===== src/rtl/if_id_pkg.sv =====
// Shared IF/ID types and constants for the 5-stage core.
// Bubble encoding and default payload layout live here.
package if_id_pkg;

    localparam int unsigned XLEN_DEF = 64;
    localparam int unsigned ILEN_DEF = 32;

    localparam logic [ILEN_DEF-1:0] NOP_INSTR = 32'h0000_0013;

    typedef struct packed {
        logic [ILEN_DEF-1:0] instr;
        logic [XLEN_DEF-1:0] pc;
    } if_id_payload_t;

endpackage


===== src/rtl/pipe_skid_buf.sv =====
// Generic valid/ready register with a 1-entry skid slot.
// in_ready comes straight from a flop; empty main entry holds BUBBLE.
module pipe_skid_buf #(
    parameter int unsigned W = 8,
    parameter logic [W-1:0] BUBBLE = '0
) (
    input  logic         clk,
    input  logic         reset,
    input  logic         flush,
    input  logic         in_valid,
    output logic         in_ready,
    input  logic [W-1:0] in_data,
    output logic         out_valid,
    input  logic         out_ready,
    output logic [W-1:0] out_data
);

    logic         main_v;
    logic         skid_v;
    logic [W-1:0] main_q;
    logic [W-1:0] skid_q;

    logic push;
    logic skid_pop;
    logic skid_hold;
    logic load_main;
    logic load_skid;
    logic drain;

    assign in_ready  = ~skid_v;
    assign out_valid = main_v;
    assign out_data  = main_q;

    // Mutually exclusive actions so the decoder below is truly unique.
    always_comb begin
        push      = in_valid & ~skid_v;
        skid_pop  = skid_v & out_ready;
        skid_hold = skid_v & ~out_ready;
        load_main = push & (~main_v | out_ready);
        load_skid = push & main_v & ~out_ready;
        drain     = ~skid_v & ~push & main_v & out_ready;
    end

    always_ff @(posedge clk) begin
        if (reset) begin
            main_v <= 1'b0;
            skid_v <= 1'b0;
            main_q <= BUBBLE;
            skid_q <= '0;
        end else if (flush) begin
            main_v <= 1'b0;
            skid_v <= 1'b0;
            main_q <= BUBBLE;
            skid_q <= '0;
        end else begin
            unique case (1'b1)
                skid_pop: begin
                    main_q <= skid_q;
                    skid_v <= 1'b0;
                end
                skid_hold: ;
                load_main: begin
                    main_q <= in_data;
                    main_v <= 1'b1;
                end
                load_skid: begin
                    skid_q <= in_data;
                    skid_v <= 1'b1;
                end
                drain: begin
                    main_q <= BUBBLE;
                    main_v <= 1'b0;
                end
                default: ;
            endcase
        end
    end

endmodule


===== src/rtl/if_id_pipe_reg.sv =====
// IF/ID stage: skid-buffered instr+PC with flush and NOP bubbles.
// Define IFID_PERF_EN to add saturating stall/flush counters.
module if_id_pipe_reg
    import if_id_pkg::*;
#(
    parameter int unsigned XLEN = if_id_pkg::XLEN_DEF,
    parameter int unsigned ILEN = if_id_pkg::ILEN_DEF,
    parameter logic [ILEN-1:0] NOP_INSTR = if_id_pkg::NOP_INSTR,
    parameter int unsigned CNT_W = 16
) (
    input  logic            clk,
    input  logic            reset,
    input  logic            flush,
    input  logic            in_valid,
    output logic            in_ready,
    input  logic [ILEN-1:0] in_instr,
    input  logic [XLEN-1:0] in_pc,
    output logic            out_valid,
    input  logic            out_ready,
    output logic [ILEN-1:0] out_instr,
`ifdef IFID_PERF_EN
    output logic [XLEN-1:0] out_pc,
    output logic [CNT_W-1:0] stall_cnt,
    output logic [CNT_W-1:0] flush_cnt
`else
    output logic [XLEN-1:0] out_pc
`endif
);

    // Same layout as if_id_payload_t, sized by this instance.
    typedef struct packed {
        logic [ILEN-1:0] instr;
        logic [XLEN-1:0] pc;
    } payload_t;

    localparam payload_t BUBBLE = '{instr: NOP_INSTR, pc: '0};

    payload_t in_pl;
    payload_t out_pl;

    assign in_pl     = '{instr: in_instr, pc: in_pc};
    assign out_instr = out_pl.instr;
    assign out_pc    = out_pl.pc;

    pipe_skid_buf #(
        .W      ($bits(payload_t)),
        .BUBBLE (BUBBLE)
    ) u_buf (
        .clk       (clk),
        .reset     (reset),
        .flush     (flush),
        .in_valid  (in_valid),
        .in_ready  (in_ready),
        .in_data   (in_pl),
        .out_valid (out_valid),
        .out_ready (out_ready),
        .out_data  (out_pl)
    );

`ifdef IFID_PERF_EN
    always_ff @(posedge clk) begin
        if (reset) begin
            stall_cnt <= '0;
            flush_cnt <= '0;
        end else begin
            if (out_valid && !out_ready && !(&stall_cnt))
                stall_cnt <= stall_cnt + 1'b1;
            if (flush && !(&flush_cnt))
                flush_cnt <= flush_cnt + 1'b1;
        end
    end
`endif

endmodule


===== config.mk =====
export PLATFORM = sky130hd
export DESIGN_NAME = if_id_pipe_reg
export DESIGN_NICKNAME = d
export VERILOG_FILES = /design/src/rtl/if_id_pkg.sv /design/src/rtl/pipe_skid_buf.sv /design/src/rtl/if_id_pipe_reg.sv
export SDC_FILE = /design/constraint.sdc
export NUM_CORES = 1
export LEC_CHECK = 0
export ABC_AREA = 0
export BUFFER_PORTS_ARGS = -buffer_cell sky130_fd_sc_hd__buf_2
export CAP_MARGIN = 5
export CORE_ASPECT_RATIO = 1.2
export CORE_UTILIZATION = 30
export CTS_BUF_LIST = sky130_fd_sc_hd__clkbuf_8
export DETAILED_ROUTE_END_ITERATION = 7
export HOLD_SLACK_MARGIN = 0.06
export MAX_ROUTING_LAYER = met4
export PLACE_DENSITY = 0.47
export RECOVER_POWER = 25
export SLEW_MARGIN = 15
export SYNTH_ARGS = -nofsm -noshare
export SYNTH_HDL_FRONTEND = slang
export SYNTH_SLANG_ARGS = --single-unit
export TNS_END_PERCENT = 50

===== constraint.sdc =====
create_clock -name clk -period 2.8 [get_ports clk]
set_input_delay 0.14 -clock clk [delete_from_list [all_inputs] [get_ports clk]]
set_output_delay 0.14 -clock clk [all_outputs]
set_load 0.05 [all_outputs]

After elaboration in Yosys (flattened, before gate mapping)

Index checks and enable logic that the tools add are counted.

Register bits after elaboration: 194
Bits of input ports: 101
Output and inout bits: 98
Word-level logic and storage cells: 24

Mux-type cells: 3
Bitwise logic cells: 13
Reduce and logical (&&, ||, !) cells: 4

Operators with widths:

| cell              | count |
|---|---|
| $pmux 96 s3       | 1 |
| $and 1x1->1       | 8 |
| $not 1->1         | 4 |
| $pmux 1 s2        | 2 |
| $reduce_bool 2->1 | 2 |
| $reduce_bool 3->1 | 1 |
| $reduce_or 2->1   | 1 |
| $or 1x1->1        | 1 |

Depth between registers and ports, before layout

Gate-level depths: netlist of run 1.

Depth after elaboration: 7
Depth in mapped cells: 7

Worst setup path before layout of run 1

No wires, ideal clock.

Path kind: register to register
Start point: reg u_buf.main_v (netlist: u_buf.out_valid)
End point: reg u_buf.main_q[77] (netlist: u_buf.out_data[77])
Arrival: 1.633 ns
Required time: 2.739 ns
Setup slack: 1.105 ns
Stages on the path, launching flop included: 6
Period minus slack after synthesis: 1.695 ns
Cells stage by stage: dfxtp_1 -> buf_6 -> mux2i_4 -> nand2b_4 -> buf_2 -> o221a_1

Word-level cells in the longest chain between the ends: 4
Elaborated cells between the ends (all ways): 7
Those cells by class: mux (1); bitwise (5); reduce/logical (1)

Ends and longest elaborated chain:

| item                                                    | line                | text |
|---|---|---|
| start, declared                                         | pipe_skid_buf.sv:18 | `logic main_v;` |
| start signal, assigned                                  | pipe_skid_buf.sv:46 | `main_v <= 1'b0;` |
| start signal, assigned                                  | pipe_skid_buf.sv:51 | `main_v <= 1'b0;` |
| start signal, assigned                                  | pipe_skid_buf.sv:64 | `main_v <= 1'b1;` |
| $not 1->1                                               | pipe_skid_buf.sv:39 | `load_main = push & (~main_v \| out_ready);` |
| $or 1x1->1                                              | pipe_skid_buf.sv:39 |  |
| $and 1x1->1                                             | pipe_skid_buf.sv:39 |  |
| $pmux 96 s3 / $reduce_bool 3->1 (equally long branches) | --                  |  |
| end signal, assigned                                    | pipe_skid_buf.sv:58 | `main_q <= skid_q;` |
| end signal, assigned                                    | pipe_skid_buf.sv:63 | `main_q <= in_data;` |
| end, declared                                           | pipe_skid_buf.sv:20 | `logic [W-1:0] main_q;` |

Several ways; a longest one is shown, not always the timed one.
A chain may end at the register's enable or synchronous reset.

Final worst setup path of run 1

Start point: reg u_buf.skid_v
End point: reg u_buf.skid_q[62]

Word-level cells in the longest chain between the ends: 4

Ends and longest elaborated chain:

| item                      | line                | text |
|---|---|---|
| start, declared           | pipe_skid_buf.sv:19 | `logic skid_v;` |
| start signal, assigned    | pipe_skid_buf.sv:47 | `skid_v <= 1'b0;` |
| start signal, assigned    | pipe_skid_buf.sv:52 | `skid_v <= 1'b0;` |
| start signal, assigned    | pipe_skid_buf.sv:59 | `skid_v <= 1'b0;` |
| $not 1->1                 | pipe_skid_buf.sv:36 | `push = in_valid & ~skid_v;` |
| $and 1x1->1               | pipe_skid_buf.sv:36 |  |
| $and 1x1->1 (2 in series) | pipe_skid_buf.sv:40 | `load_skid = push & main_v & ~out_ready;` |
| end signal, assigned      | pipe_skid_buf.sv:67 | `skid_q <= in_data;` |
| end, declared             | pipe_skid_buf.sv:21 | `logic [W-1:0] skid_q;` |

No other way between the ends.

==> impl_results.md, run 1 <==
- Cells after synthesis: 953
- Via count: 7409
- Leak: 3.76 nW
- Mapped cell area: 8290 sq um
- Post-synth top cells: nand2_1 (267), dfxtp_1 (194), a21oi_1 (101), inv_1 (98), o21ai_0 (74)
- Worst skew pair latency: 480 ps
- Root Buffer: clkbuf_8
- Initial Util: 30.5%
- Power Internal: 3.86 mW
- Clock Tree Buf Depth: 2
- Switching share of power: 31.5%
- GRT Residual Overflow: 0
- Post-synth ARST share: 0%
- Area delta synth->final: 29.3%
- Dominant cell type by area after synthesis: dfxtp_1
- Drt first pass iters: 4
- Vias in the first global route: 7224
- Count of different cell masters after synthesis: 31
- DR iter-0 viols: 375
- Unrepaired setup endpoints after global routing: false
- Status: complete, no violations
- Remaining DRCs: 0
- CP startpoint: u_buf.skid_v
- Flops & latches, synth: 194
- TritonCTS clock tree: built
- Final period utilization: 74.0%
- Pre-CTS setup slack: 683 ps
- ANT nets after route: 0
- DP Cell Count: 1424
- Syn Nets: 1054
- Gate power share: 16.1%
- Die W: 154 microns
- Die H: 184 microns
- Share of layout cells above drive strength 1: 21.1%
- Yosys Warn Count: 0
- Slowest-stage cell, CP: nand4bb_4
- Relative slew slack: 37.6%
- Port bufs: 198
- CP Data Arrival Time: 2390 ps
- Final Non-Filler Cells: 1552
- Final worst setup slack: 728 ps
- Synth area leaders: dfxtp_1 (47%), a221oi_2 (13%), nand2_1 (12%)
- CTS sink cnt: 194
- Core area: 27200 sq um
- Initial antenna violation count: 0
- Sequential share of the synthesized area: 46.8%
- Max-cap viol count: 0
- First-pass GRT wire length: 38.4 mm
- Final setup vio count: 0
- Die area: 28300 sq um
- Final wirelength: 24.2 mm
- Worst hold slack: 128 ps
- Tightest Hold Check Type: in -> reg
- H-Tree Depth: 4
- FF-to-FF Start: u_buf.skid_v
- Startpoint of the worst hold path: in_valid
- Routed wl met3: 757 microns
- Crit path max fanout: 38
- Clock group share of total power: 32.9%
- Type of origin of the critical path: flip-flop
- Worst path max stage delay: 780 ps
- Avg Cell Area, Syn: 8.70 sq um
- Switch Pwr: 1.77 mW
- Worst Clk Skew: 21.3 ps
- F_max: 483 MHz
- Final hold violations: 0
- Max VDD drop: 281 uV
- CTS Buf Count: 17
- Clock slew at reported path FFs: 110 ps
- Number of setup buffers added after CTS: 0
- Routed length on met2: 11.9 mm
- Final Max Tran Viols: 0
- Vias per cell: 4.77
- Worst Path Required: 3120 ps
- Global-route usage over all layers: 17.7%
- Avg WL per Cell: 15.6 microns
- Top FF cell, synth: dfxtp_1
- Filler cells: 2828
- CP Capture Type: flip-flop
- Post-DP HPWL: 13.9 mm
- GP Congestion: 0.685
- Worst-Margin Slew: 936 ps
- DRT met1 WL: 11.1 mm
- Ports: 199
- Post-synth EDFFs: 0
- Largest net degree at the start of global routing: 78
- Minimum clock period: 2070 ps
- Row cnt: 66
- Top-area cell type share of the netlist area: 46.8%
- Power per cell area: 525 nW/um^2
- CP Cell Sequence: nand4bb_4 -> buf_4 -> nand2_1 -> a21oi_1
- Setup_tns: 0 ps
- Number of diodes: 0
- Fin nets: 1300
- Setup CP Type: reg -> reg
- Seq pwr share: 51.0%
- Leading cell type by number of instances after synthesis: nand2_1
- Max Used Layer: met4
-- metal layers --
| layer | vias up | global-route usage, % |
|---|---|---|
| li1 | 3741 | - |
| met1 | 3492 | 21.3 |
| met2 | 156 | 30.1 |
| met3 | 20 | 3.10 |
| met4 | 0 | 5.32 |
| met5 | - | - |
-- repair_timing --
item / CTS / global route
hold buffers: 96 / 0
setup endpoints to repair: 0 / 0
hold endpoints to repair: 192 / 0
resized for setup: 0 / 0
-- cell type report --
| type | count | area (sq um) | share of cell area [%] |
|---|---|---|---|
| flip-flops and latches | 194 | 3880 | 36.2 |
| multi-input cells | 577 | 3600 | 33.6 |
| well taps | 340 | 425 | 3.97 |
| inverters | 98 | 368 | 3.43 |
| repair buffers | 311 | 2070 | 19.3 |
| clock buffers | 17 | 234 | 2.18 |
| clock inverters | 15 | 143 | 1.33 |
-- path summary, 6_finish.rpt --
kind,slack [ps],cells past startpoint,endpoint
min,130,3,u_buf.out_data[19]
max,730,4,u_buf.skid_q[62]
min reg2reg,460,2,u_buf.skid_q[11]
max reg2reg,730,4,u_buf.skid_q[62]
-- flip-flops by register name, indices dropped and copies added (netlist names) --
| name | cells |
|---|---|
| u_buf.out_data | 96 |
| u_buf.skid_q | 96 |
| u_buf.skid_v | 1 |
| u_buf.out_valid | 1 |
-- worst max-delay path, delay by kind of cell, from the launching register on --
| kind | cells | cell delay, ps |
|---|---|---|
| buf+inv | 1 | 450 |
| flops | 1 | 530 |
| compound gates | 1 | 60 |
| simple gates | 2 | 870 |
-- cell usage in the layout (no fill, tap or decap), types with 2 or more instances in the layout --
cell	netlist	layout
nor2b_1	3	3
buf_2	33	124
a221oi_1	3	3
a211oi_1	20	20
o221ai_1	3	3
inv_6	0	8
clkbuf_8	0	17
clkbuf_1	31	73
nand2_1	267	266
o221a_1	19	19
a21oi_1	101	101
buf_4	4	12
a221oi_2	70	70
inv_1	98	98
dlygate4sd3_1	0	96
clkinv_2	0	3
dfxtp_1	194	194
nor2_4	1	2
buf_12	0	6
o21ai_0	74	74
mux2i_4	2	2
-- power groups by stage --
stage	Sequential [mW]	Clock (mW)	Combinational, mW
after global routing	2.88	2.04	0.979
final	2.87	1.85	0.907
after detailed placement	2.93	0	0.825
after floorplan	3.15	0	0.361
after CTS	2.87	1.94	0.930
after global placement	2.93	0	0.825
-- cells by family (layout without fill, tap and decap cells) --
group | after synthesis | count (layout) | share of synthesized area, %
compound gates | 292 | 292 | 28.5
simple gates | 281 | 281 | 13.6
flops | 194 | 194 | 46.8
buf+inv | 182 | 441 | 10.3
mux | 4 | 4 | 0.845
-- through the flow --
stage / util [%] / instance area, sq um / power (mW)
2_1_floorplan: - / 8290 / 3.51
3_3_place_gp: 34.9 / 9480 / 3.76
3_5_place_dp: 34.9 / 9480 / 3.76
4_1_cts: 39.8 / 10800 / 5.74
5_1_grt: 39.5 / 10700 / 5.90
6_report: 39.5 / 10700 / 5.63
(Power assumes the default switching activity.)
==> run 2: changes to the inputs <==
==> constraint.sdc (replaced) <==
create_clock -name clk -period 2.1 [get_ports clk]
set_input_delay 0.105 -clock clk [delete_from_list [all_inputs] [get_ports clk]]
set_output_delay 0.105 -clock clk [all_outputs]
set_load 0.05 [all_outputs]
==> impl_results.md, run 2 (synthesis gave the netlist of run 1 again) <==
- Worst Path Required: 2460 ps (-660 ps)
- Pwr Total: 7.49 mW (+33%)
- Relative slew slack: 36.3% (-1.3 points)
- Row cnt: 66 (unchanged)
- GP Congestion: 0.744 (+8.6%)
- Fin nets: 1309 (+0.69%)
- Pre-CTS setup slack: 261 ps (-421 ps)
- Hold Crit Depth: 4 (+1)
- Avg WL per Cell: 15.7 microns (+0.62%)
- CP Data Arrival Time: 2190 ps (-200 ps)
- Die H: 184 microns (unchanged)
- Tightest Hold Check Type: in -> reg
- Vias in the first global route: 7280 (+0.78%)
- Final setup vio count: 0 (unchanged)
- Final hold violations: 0 (unchanged)
- Routed wl met3: 721 microns (-4.8%)
- Die area: 28300 sq um (unchanged)
- Max-cap viol count: 0 (unchanged)
- Status: complete, no violations
- Design area: 10800 sq um (+0.86%)
- Worst Clk Skew: 13.0 ps (-8.31 ps)
- FF-to-FF Start: u_buf.out_valid
- CP Capture Type: flip-flop
- DRT met1 WL: 11.2 mm (+0.88%)
- Share of layout cells above drive strength 1: 21.6% (+0.50 points)
- F_max: 545 MHz (+13%)
- ANT nets after route: 0 (unchanged)
- Drt first pass iters: 4 (unchanged)
- Slowest-stage cell, CP: nor2_4
- Vias per cell: 4.72 (-1.1%)
- Number of setup buffers added after CTS: 0 (unchanged)
- Post-DP HPWL: 14.5 mm (+3.7%)
- Ports: 199 (unchanged)
- Port bufs: 198 (unchanged)
- Commonest non-fill, non-tap cells in the layout: nand2_1 (266), dfxtp_1 (194), buf_2 (124)
- Routed length on met2: 12.2 mm (+2.4%)
- Final wirelength: 24.5 mm (+1.2%)
- Area delta synth->final: 30.4%
- Final Max Tran Viols: 0 (unchanged)
- R2R setup slack: 270 ps (-460 ps)
- Largest net degree at the start of global routing: 79 (+1.3%)
- Type of origin of the critical path: flip-flop
- Initial Util: 30.5% (unchanged)
- Unrepaired setup endpoints after global routing: false
- Initial antenna violation count: 0 (unchanged)
- Reg2reg path depth: 4 (unchanged)
- Minimum clock period: 1830 ps (-239 ps)
- Setup CP Type: reg -> reg
- Worst skew pair latency: 480 ps (about the same)
- Die W: 154 microns (unchanged)
- CP Cell Sequence: mux2i_4 -> nor2_4 -> buf_12 -> a221oi_2
- Post-layout util: 39.8% (+0.34 points)
- Placed inst area: 9570 sq um (+0.98%)
- Global-route usage over all layers: 18.0% (+0.25 points)
- DR iter-0 viols: 324 (-14%)
- Final worst setup slack: 266 ps (-461 ps)
- CTS sink cnt: 194 (unchanged)
- H-Tree Depth: 4 (unchanged)
- Final period utilization: 87.3% (+13 points)
- Power per cell area: 693 nW/um^2 (+32%)
- GRT Residual Overflow: 0 (unchanged)
- Crit path max fanout: 29 (-24%)
- Remaining DRCs: 0 (unchanged)
- Max Used Layer: met4
- Filler cells: 2820 (-0.28%)
- CTS Buf Count: 17 (unchanged)
- Startpoint of the worst hold path: out_ready
- Core area: 27200 sq um (unchanged)
- First-pass GRT wire length: 38.5 mm (+0.25%)
- TritonCTS clock tree: built
- Clock Tree Buf Depth: 2 (unchanged)
- Via count: 7372 (-0.50%)
- Number of diodes: 0 (unchanged)
- Max VDD drop: 357 uV (+27%)
- Clock slew at reported path FFs: 100 ps (about the same)
- Setup_tns: 0 ps (unchanged)
- Min-Delay Endpoint: u_buf.skid_v
- Leak: 3.80 nW (+1.2%)
- RR Endpoint: u_buf.out_data[7]
- Worst-Margin Slew: 956 ps (+20.2 ps)
- Root Buffer: clkbuf_8
- Worst path max stage delay: 700 ps (-80 ps)
- Most common cell after layout, fill and taps aside: nand2_1
run 2: changes by cell type in the layout (fill, tap and decap cells not counted):
cell,previous run,this run
clkinv_4,1,3
buf_12,6,8
clkinv_2,3,2
clkinvlp_4,1,2
inv_6,8,5
clkbuf_8,17,18
buf_4,12,19
inv_1,98,99
inv_8,1,0
run 2: stage by stage:
| stage | std cells | hold slack (ps) |
|---|---|---|
| after floorplan | 953 | 241 |
| final | 1561 | 104 |
| after global placement | 1433 | 360 |
| after CTS | 1561 | 67.1 |
| after detailed placement | 1433 | 363 |
| after global routing | 1561 | 95.4 |
run 2: what timing repair did:
action / in CTS / in global routing
gates resized for setup: 0 / 0
hold buffers: 96 / 0
endpoints found under the hold margin: 192 / 0
setup endpoints to repair: 0 / 0
run 2: layout make-up:
class	instances	area (sq um)	area share (%)
inverters	98	368	3.40
clock inverters	14	129	1.19
multi-input cells	577	3600	33.3
clock buffers	18	248	2.29
well taps	340	425	3.93
repair buffers	320	2160	20.0
flip-flops and latches	194	3880	35.9
run 2: how the worst max path moves through the flow:
stage                               start                 end  slack [ps]  depth (start not counted)
after detailed placement  u_buf.out_valid  u_buf.out_data[24]         260                          4
after CTS                 u_buf.out_valid  u_buf.out_data[12]         230                          4
final                     u_buf.out_valid   u_buf.out_data[7]         270                          4
after global routing      u_buf.out_valid  u_buf.out_data[69]         160                          4
after floorplan           u_buf.out_valid  u_buf.out_data[77]         410                          5
after global placement    u_buf.out_valid  u_buf.out_data[14]         260                          4
run 2: critical path, delay by kind of cell (launching register included):
family | cells | cell delay, ps
AND/OR/NAND/NOR | 1 | 700
flip-flops | 1 | 360
buffers and inverters | 1 | 340
AO/OA/AOI/OAI | 1 | 90
multiplexers | 1 | 200
run 2: layer usage:
metal  vias up  GRT usage, %
li1       3743             -
met1      3480          20.7
met2       129          31.5
met3        20          3.36
met4         0          5.28
met5         -             -
run 2: report_power, final:
part	internal (mW)	total, mW	switching, mW
logic	0.421	1.24	0.820
registers	3.77	3.83	0.0551
clock network	0.987	2.43	1.44
total	5.18	7.49	2.32
